**config.mk**
```make
export PLATFORM = sky130hd
export DESIGN_NAME = adc_frame_aligner_flat
export DESIGN_NICKNAME = d
export VERILOG_FILES = /design/src/rtl/adc_glue_pkg.sv /design/src/rtl/adc_frame_aligner_if.sv /design/src/rtl/adc_sat_counter.sv /design/src/rtl/adc_frame_aligner.sv /design/src/flat_wrapper.sv
export SDC_FILE = /design/constraint.sdc
export NUM_CORES = 1
export LEC_CHECK = 0
export ABC_AREA = 1
export CORE_MARGIN = 3
export CORE_UTILIZATION = 45
export CTS_BUF_LIST = sky130_fd_sc_hd__clkbuf_8 sky130_fd_sc_hd__clkbuf_16
export CTS_CLUSTER_SIZE = 16
export DETAILED_ROUTE_END_ITERATION = 7
export HOLD_SLACK_MARGIN = 0.15
export PLACE_DENSITY = 0.86
export SYNTH_ARGS = -nofsm -noshare
export SYNTH_HDL_FRONTEND = slang
export SYNTH_SLANG_ARGS = --single-unit
```
**constraint.sdc**
```tcl
create_clock -name clk -period 3.8 [get_ports clk]
set_input_delay 0.95 -clock clk [delete_from_list [all_inputs] [get_ports clk]]
set_output_delay 0.95 -clock clk [all_outputs]
set_load 0.1 [all_outputs]
```
**src/rtl/adc_glue_pkg.sv**
```systemverilog
// rtl/adc_glue_pkg.sv - shared types and defaults for the ADC capture glue
//
// Holds the frame aligner state enum and the lane geometry defaults that the
// ISERDES wrapper, frame aligner and capture stages all agree on.
package adc_glue_pkg;

    // Number of ADC data lanes and bits per deserialized lane word.
    localparam int unsigned ADC_LANES = 8;
    localparam int unsigned ADC_SER_W = 8;

    // Frame-clock lane value seen when the word boundary is correct.
    localparam logic [7:0] ADC_FRAME_PATTERN = 8'hF0;

    typedef enum logic [2:0] {
        IDLE   = 3'd0,
        CHECK  = 3'd1,
        SLIP   = 3'd2,
        SETTLE = 3'd3,
        LOCKED = 3'd4
    } align_state_t;

endpackage

```
**src/rtl/adc_frame_aligner_if.sv**
```systemverilog
// rtl/adc_frame_aligner_if.sv - deserialized lane bus into and out of the frame aligner
//
// Signals:
//   fclk_word  SER_W        deserialized frame-clock lane
//   lane_word  LANES*SER_W  deserialized data lanes, lane 0 in the LSBs
//   m_data     LANES*SER_W  registered data lanes towards capture
//   m_valid    1            m_data qualified (aligner locked)
// Modports:
//   master  the aligner: consumes fclk_word/lane_word, produces m_data/m_valid
//   slave   the surrounding fabric: drives the lanes, consumes m_data/m_valid
interface adc_frame_aligner_if #(
    parameter int unsigned LANES = adc_glue_pkg::ADC_LANES,
    parameter int unsigned SER_W = adc_glue_pkg::ADC_SER_W
);

    logic [SER_W-1:0]       fclk_word;
    logic [LANES*SER_W-1:0] lane_word;
    logic [LANES*SER_W-1:0] m_data;
    logic                   m_valid;

    modport master (
        input  fclk_word,
        input  lane_word,
        output m_data,
        output m_valid
    );

    modport slave (
        output fclk_word,
        output lane_word,
        input  m_data,
        input  m_valid
    );

endinterface

```
**src/rtl/adc_sat_counter.sv**
```systemverilog
// rtl/adc_sat_counter.sv - saturating up-counter with synchronous clear
//
// Ports:
//   clk    in   clock
//   rst_n  in   asynchronous active-low reset
//   clr    in   clear to zero (wins over inc)
//   inc    in   count up by one unless already at MAX
//   count  out  WIDTH-bit count value
module adc_sat_counter #(
    parameter int unsigned WIDTH = 16,
    parameter int unsigned MAX   = 16'hFFFF
) (
    input  logic             clk,
    input  logic             rst_n,
    input  logic             clr,
    input  logic             inc,
    output logic [WIDTH-1:0] count
);

    localparam logic [WIDTH-1:0] MAX_V = WIDTH'(MAX);

    always_ff @(posedge clk or negedge rst_n) begin
        if (!rst_n) begin
            count <= '0;
        end else if (clr) begin
            count <= '0;
        end else if (inc && (count != MAX_V)) begin
            count <= count + 1'b1;
        end
    end

endmodule

```
**src/rtl/adc_frame_aligner.sv**
```systemverilog
// rtl/adc_frame_aligner.sv - ISERDES word aligner driven by the ADC frame-clock lane
//
// Pulses bitslip until the deserialized frame-clock word equals FRAME_PATTERN,
// declares lock after LOCK_COUNT consecutive matches, forwards the data lanes
// registered while locked, and drops lock after UNLOCK_COUNT consecutive
// mismatches.
//
// Ports:
//   clk           in   divided deserializer clock
//   rst_n         in   asynchronous active-low reset
//   realign       in   single-cycle request to restart alignment
//   bitslip       out  one-cycle pulse to every ISERDES BITSLIP input
//   locked        out  alignment achieved
//   align_fail    out  sticky: SER_W slips since reset/realign without lock
//   slip_count    out  total slips modulo SER_W
//   mismatch_cnt  out  saturating count of mismatch cycles while locked
//   bus           master modport: fclk_word/lane_word in, m_data/m_valid out
module adc_frame_aligner
    import adc_glue_pkg::*;
#(
    parameter int unsigned      LANES         = ADC_LANES,
    parameter int unsigned      SER_W         = ADC_SER_W,
    parameter logic [SER_W-1:0] FRAME_PATTERN = ADC_FRAME_PATTERN,
    parameter int unsigned      SETTLE_CYCLES = 4,
    parameter int unsigned      LOCK_COUNT    = 16,
    parameter int unsigned      UNLOCK_COUNT  = 4
) (
    input  logic                     clk,
    input  logic                     rst_n,
    input  logic                     realign,
    output logic                     bitslip,
    output logic                     locked,
    output logic                     align_fail,
    output logic [$clog2(SER_W)-1:0] slip_count,
    output logic [15:0]              mismatch_cnt,
    adc_frame_aligner_if.master      bus
);

    localparam int unsigned SLIP_W   = $clog2(SER_W);
    localparam int unsigned SETTLE_W = $clog2(SETTLE_CYCLES + 1);
    localparam int unsigned MATCH_W  = $clog2(LOCK_COUNT + 1);
    localparam int unsigned MISS_W   = $clog2(UNLOCK_COUNT + 1);
    localparam int unsigned SINCE_W  = $clog2(SER_W + 1);

    align_state_t state, state_d;

    logic [SETTLE_W-1:0]    settle_cnt;
    logic [MATCH_W-1:0]     match_cnt;
    logic [MISS_W-1:0]      miss_cnt;
    logic [SINCE_W-1:0]     slips_since;
    logic [LANES*SER_W-1:0] m_data_q;

    logic frame_match;
    logic settle_done;
    logic lock_hit;
    logic unlock_hit;
    logic enter_slip;
    logic settle_run;
    logic match_run;
    logic miss_run;
    logic mismatch_inc;

    assign frame_match = (bus.fclk_word == FRAME_PATTERN);
    assign settle_done = (settle_cnt == SETTLE_W'(SETTLE_CYCLES - 1));
    assign lock_hit    = frame_match && (match_cnt == MATCH_W'(LOCK_COUNT - 1));
    assign unlock_hit  = !frame_match && (miss_cnt == MISS_W'(UNLOCK_COUNT - 1));

    // realign overrides every transition, so all the run/strobe terms below
    // are gated by it and every counter falls back to zero.
    always_comb begin
        state_d = state;
        if (realign) begin
            state_d = SETTLE;
        end else begin
            unique case (state)
                IDLE, SETTLE: if (settle_done) state_d = CHECK;
                CHECK: begin
                    if (!frame_match) begin
                        state_d = SLIP;
                    end else if (lock_hit) begin
                        state_d = LOCKED;
                    end
                end
                SLIP:   state_d = SETTLE;
                LOCKED: if (unlock_hit) state_d = CHECK;
                default: state_d = IDLE;
            endcase
        end
    end

    // SLIP is only reachable from CHECK without realign, so this doubles as
    // "a slip pulse is being issued on this edge".
    assign enter_slip   = (state_d == SLIP);
    assign settle_run   = !realign && ((state == IDLE) || (state == SETTLE)) && !settle_done;
    assign match_run    = !realign && (state == CHECK) && frame_match && !lock_hit;
    assign miss_run     = !realign && (state == LOCKED) && !frame_match && !unlock_hit;
    assign mismatch_inc = !realign && (state == LOCKED) && !frame_match;

    always_ff @(posedge clk or negedge rst_n) begin
        if (!rst_n) begin
            state <= IDLE;
        end else begin
            state <= state_d;
        end
    end

    // bitslip/locked are decoded from the next state so they are registered
    // yet line up exactly with the SLIP/LOCKED state cycles.
    always_ff @(posedge clk or negedge rst_n) begin
        if (!rst_n) begin
            settle_cnt <= '0;
            match_cnt  <= '0;
            miss_cnt   <= '0;
            slip_count <= '0;
            bitslip    <= 1'b0;
            locked     <= 1'b0;
            align_fail <= 1'b0;
            m_data_q   <= '0;
        end else begin
            settle_cnt <= settle_run ? settle_cnt + 1'b1 : '0;
            match_cnt  <= match_run  ? match_cnt + 1'b1  : '0;
            miss_cnt   <= miss_run   ? miss_cnt + 1'b1   : '0;
            bitslip    <= enter_slip;
            locked     <= (state_d == LOCKED);
            m_data_q   <= bus.lane_word;

            // Tracks the physical ISERDES bit position, so realign keeps it.
            if (enter_slip) begin
                slip_count <= (slip_count == SLIP_W'(SER_W - 1)) ? '0 : slip_count + 1'b1;
            end

            if (realign) begin
                align_fail <= 1'b0;
            end else if (enter_slip && (slips_since >= SINCE_W'(SER_W - 1))) begin
                align_fail <= 1'b1;
            end
        end
    end

    adc_sat_counter #(
        .WIDTH (SINCE_W),
        .MAX   (SER_W)
    ) u_slips_since (
        .clk   (clk),
        .rst_n (rst_n),
        .clr   (realign),
        .inc   (enter_slip),
        .count (slips_since)
    );

    adc_sat_counter #(
        .WIDTH (16),
        .MAX   (16'hFFFF)
    ) u_mismatch_cnt (
        .clk   (clk),
        .rst_n (rst_n),
        .clr   (1'b0),
        .inc   (mismatch_inc),
        .count (mismatch_cnt)
    );

    assign bus.m_data  = m_data_q;
    assign bus.m_valid = locked;

endmodule

```
**src/flat_wrapper.sv**
```systemverilog
// flat-port wrapper written by rule: the top's interface ports become plain ports
module adc_frame_aligner_flat import adc_glue_pkg::*;
#(
    parameter int unsigned      LANES         = ADC_LANES,
    parameter int unsigned      SER_W         = ADC_SER_W,
    parameter logic [SER_W-1:0] FRAME_PATTERN = ADC_FRAME_PATTERN,
    parameter int unsigned      SETTLE_CYCLES = 4,
    parameter int unsigned      LOCK_COUNT    = 16,
    parameter int unsigned      UNLOCK_COUNT  = 4
)
  (clk, rst_n, realign, bitslip, locked, align_fail, slip_count, mismatch_cnt, bus_fclk_word, bus_lane_word, bus_m_data, bus_m_valid);
  adc_frame_aligner_if #(.LANES(LANES), .SER_W(SER_W)) bus_i ();
  input  logic clk;
  input  logic rst_n;
  input  logic realign;
  output logic bitslip;
  output logic locked;
  output logic align_fail;
  output logic [$clog2(SER_W)-1:0] slip_count;
  output logic [15:0] mismatch_cnt;
  input wire logic [$bits(bus_i.fclk_word)-1:0] bus_fclk_word;
  input wire logic [$bits(bus_i.lane_word)-1:0] bus_lane_word;
  output wire logic [$bits(bus_i.m_data)-1:0] bus_m_data;
  output wire logic [$bits(bus_i.m_valid)-1:0] bus_m_valid;
  assign bus_i.fclk_word = bus_fclk_word;
  assign bus_i.lane_word = bus_lane_word;
  assign bus_m_data = bus_i.m_data;
  assign bus_m_valid = bus_i.m_valid;
  adc_frame_aligner #(.LANES(LANES), .SER_W(SER_W), .FRAME_PATTERN(FRAME_PATTERN), .SETTLE_CYCLES(SETTLE_CYCLES), .LOCK_COUNT(LOCK_COUNT), .UNLOCK_COUNT(UNLOCK_COUNT)) u_core (.clk(clk), .rst_n(rst_n), .realign(realign), .bitslip(bitslip), .locked(locked), .align_fail(align_fail), .slip_count(slip_count), .mismatch_cnt(mismatch_cnt), .bus(bus_i));
endmodule
```
==> results_dict.tcl <==
set metrics [dict create \
    number_of_failing_hold_endpoints_at_the_final_stage 0 \
    outcome "finished clean" \
    crit_path_max_incr_delay_ns 1.18 \
    synth_top_family_by_area "simple AND/OR/NAND/NOR gates" \
    hold_path_startpoint "u_core.settle_cnt[0]" \
    clk_root_buffer_cell "sky130_fd_sc_hd__clkbuf_8" \
    fin_worst_hold_slack_ns 0.435 \
    number_of_flip_flops_and_latches_in_the_synthesized_netlist 104 \
    wire_length_of_the_first_global_routing_pass_mm 14.3 \
    cts-buffers-inserted 9 \
    worstSetupStartpointType "flop" \
    area.growth.synth_to_final_pct 50.7 \
    power_density_cells_nw_per_um2 436 \
    io_buffer_count 161 \
    final_count_of_negative_setup_slack_endpoints 0 \
    ys_seq_area_share_pct 69.8 \
    topRoutingLayerUsed "met4" \
    preCtsSetupSlack_ns 1.05 \
    slew_margin_rel_pct 25.8 \
    cp_max_fo 5 \
    post_synthesis_share_of_cell_area_spent_on_and_or_nand_and_nor_gates_pct 16.2 \
    cp.arrival_ns 2.01 \
    routed-wl-met2_mm 4.44 \
    synthAdderAreaFrac_pct 3.69 \
    path_cells "clkdlybuf4s50_1" \
    grt_start_max_net_pins 92 \
    route.antenna.remaining_nets 0 \
    clockBufferDepth 2 \
    worst-r2r-setup-slack_ns 1.95 \
    final_weighted_congestion_of_routability_driven_global_placement 0.902 \
    post_cts_setup_bufs 0 \
    timing.final.max_slew_violations 0 \
    cp_top_family "buffers and inverters" \
    post_route_cells_drive_above_1_share_pct 8.11 \
    via_count 2701 \
    worst-endpoint-required_ns 2.85 \
    die_area_um2 9420 \
    vias_in_the_first_global_route 2894 \
    die_y_um 97.1 \
    crit_buf_inv 1 \
    syn-num-nets 393 \
    drt_iter0_drc 87 \
    routed-wl-met3_um 927 \
    final_area_um2 5620 \
    num_rows 32 \
    muxShareOfSynthArea_pct 0 \
    p_total_mw 2.45 \
    fmaxAchievable_mhz 338 \
    worst_pin_slew_ns 1.11 \
    num_antenna_cells 0 \
    ys_warns 0 \
    syn_inst 307 \
    hold-path-endpoint "u_core.settle_cnt[0]" \
    htree_levels 3 \
    synth_area_um2 3730 \
    synth_area_per_cell_um2 12.2 \
    synth_compound_area_share_pct 1.91 \
    kind_of_path_behind_the_tightest_hold_check "flop to flop" \
    timing.final.crit_share_pct 77.9 \
    cts_hold_buf 0 \
    number_of_gates_resized_after_cts 0 \
    crit_slowest_cell "sky130_fd_sc_hd__clkdlybuf4s50_1" \
    io_pins 162 \
    worstSkewPairLatency_ns 0.35 \
    drt_pass1_iterations 4 \
    globalRoute.totalOverflow 0 \
    finalWorstSetupSlack_ns 0.840 \
    reg2regPathDepth 8 \
    detail_route.drc_violations 0 \
    antenna_found_initial 0 \
    fp.dieW_um 97.1 \
    cts_sinks 104 \
    floorplan.initialDensity_pct 47.3 \
    number_of_violations_of_the_max_capacitance_limit 0 \
    endpoint_kind "primary output" \
    placeableCoreArea_um2 7890 \
    finalWirelength_mm 8.57 \
    layout_skew_ns 0.00791 \
    placed_area_um2 5440 \
    synth_cell_types 27 \
    worst_r2r_startpoint "u_core.u_mismatch_cnt.count[0]" \
    fin_util_pct 71.3 \
    final.setup.tns_ns 0 \
    place_inst 567 \
    nNetsFinal 562 \
    detail_route.wl_per_cell_um 14.7 \
    dp_hpwl_mm 6.64 \
    timing.rr.end "u_core.u_mismatch_cnt.count[10]" \
    synth-xor-area-share_pct 4.43 \
    met1_length_mm 3.03 \
    cts.reportedPaths.clkPinSlew_ns 0.10 \
    via_per_inst 4.63 \
    irDropWorstVdd_mv 0.348 \
    tritoncts_clock_tree "built" \
    critical_path_class "flop to primary output" \
    fin_crit_ns 2.96 \
    instances_no_fill 583 \
    whs_path_depth 1 \
    setup_repair_after_global_routing_missed_its_margin "false" \
    leakage_nw 2.53 \
    grt_usage_pct 19.0 \
]
==> logic make-up (layout without fill, tap and decap cells) <==
kind of cell / count (synthesis) / after routing
compound gates: 13 / 13
xor+xnor: 18 / 18
fa+ha+maj: 11 / 11
buf+inv: 35 / 209
flops: 104 / 104
simple gates: 126 / 126
==> cells in the mapped netlist (all sizes together) <==
| master | n | area (um2) |
|---|---|---|
| a21o | 1 | 7.51 |
| a21oi | 6 | 33.8 |
| buf | 4 | 35.0 |
| dfrtp | 104 | 2600 |
| ha | 11 | 138 |
| inv | 31 | 116 |
| nand2 | 57 | 231 |
| nand3 | 24 | 125 |
| nand3b | 1 | 7.51 |
| nand4 | 5 | 31.3 |
| nor2 | 32 | 150 |
| nor3 | 6 | 50.1 |
| nor3b | 1 | 7.51 |
| o21ai | 6 | 30.0 |
| xnor2 | 5 | 43.8 |
| xor2 | 13 | 121 |
==> layout make-up <==
cell class / count / area (um2)
clock buffer: 9 / 124
clock inverter: 7 / 61.3
fill: 523 / 2260
inverter: 31 / 116
multi-input combinational: 168 / 977
sequential: 104 / 2600
tap: 102 / 128
timing repair buffer: 162 / 1610
==> per-layer routing <==
layer / vias to the layer above / global-route usage, %
li1: 1301 / -
met1: 1278 / 20.3
met2: 109 / 32.6
met3: 13 / 9.48
met4: 0 / 6.91
met5: - / 0
==> worst max-delay path by stage <==
stage | from | to | slack (ns) | cells past startpoint
after floorplan | u_core.bus.m_valid | locked | 1.53 | 1
after global placement | realign | u_core.u_mismatch_cnt.count[10] | 1.10 | 8
after global routing | u_core.u_mismatch_cnt.count[0] | mismatch_cnt[0] | 0.80 | 1
after detailed placement | realign | u_core.u_mismatch_cnt.count[10] | 1.05 | 8
after CTS | u_core.u_mismatch_cnt.count[0] | mismatch_cnt[0] | 0.81 | 1
final | u_core.u_mismatch_cnt.count[0] | mismatch_cnt[0] | 0.84 | 1
==> report_power, final <==
| part | switching [mW] | internal, mW | total (mW) |
|---|---|---|---|
| sequential | 0.0275 | 1.16 | 1.19 |
| combinational | 0.442 | 0.168 | 0.609 |
| clock | 0.396 | 0.253 | 0.649 |
==> registers in the layout, summed over array words and instances (netlist names) <==
register	cells
u_core.bus.m_valid	1
u_core.settle_cnt	3
u_core.u_slips_since.count	4
u_core.slip_count	3
u_core.u_mismatch_cnt.count	16
u_core.miss_cnt	3
u_core.align_fail	1
u_core.bus.m_data	64
u_core.match_cnt	5
u_core.bitslip	1
u_core.state	3
==> cells in the final DEF (no fill, tap or decap) <==
master                              n
sky130_fd_sc_hd__xor2_2             1
sky130_fd_sc_hd__nand2_2            4
sky130_fd_sc_hd__nor2_1            28
sky130_fd_sc_hd__nor3_2             4
sky130_fd_sc_hd__clkbuf_8           9
sky130_fd_sc_hd__nor3b_1            1
sky130_fd_sc_hd__nand3_1           23
sky130_fd_sc_hd__nand3_2            1
sky130_fd_sc_hd__inv_8              2
sky130_fd_sc_hd__dfrtp_1          104
sky130_fd_sc_hd__nand3b_1           1
sky130_fd_sc_hd__xnor2_1            5
sky130_fd_sc_hd__xor2_1            12
sky130_fd_sc_hd__inv_2              5
sky130_fd_sc_hd__clkinv_4           2
sky130_fd_sc_hd__inv_1             27
sky130_fd_sc_hd__nor2_4             4
sky130_fd_sc_hd__o21ai_1            3
sky130_fd_sc_hd__buf_4              3
sky130_fd_sc_hd__nand4_1            5
sky130_fd_sc_hd__nand2_4            1
sky130_fd_sc_hd__ha_1              11
sky130_fd_sc_hd__a21oi_1            5
sky130_fd_sc_hd__nor3_1             2
sky130_fd_sc_hd__a21o_1             1
sky130_fd_sc_hd__o21ai_0            3
sky130_fd_sc_hd__inv_6              2
sky130_fd_sc_hd__clkdlybuf4s50_1  159
sky130_fd_sc_hd__nand2_1           52
sky130_fd_sc_hd__a21oi_2            1
No activity file was read; power rests on OpenSTA's default activity.
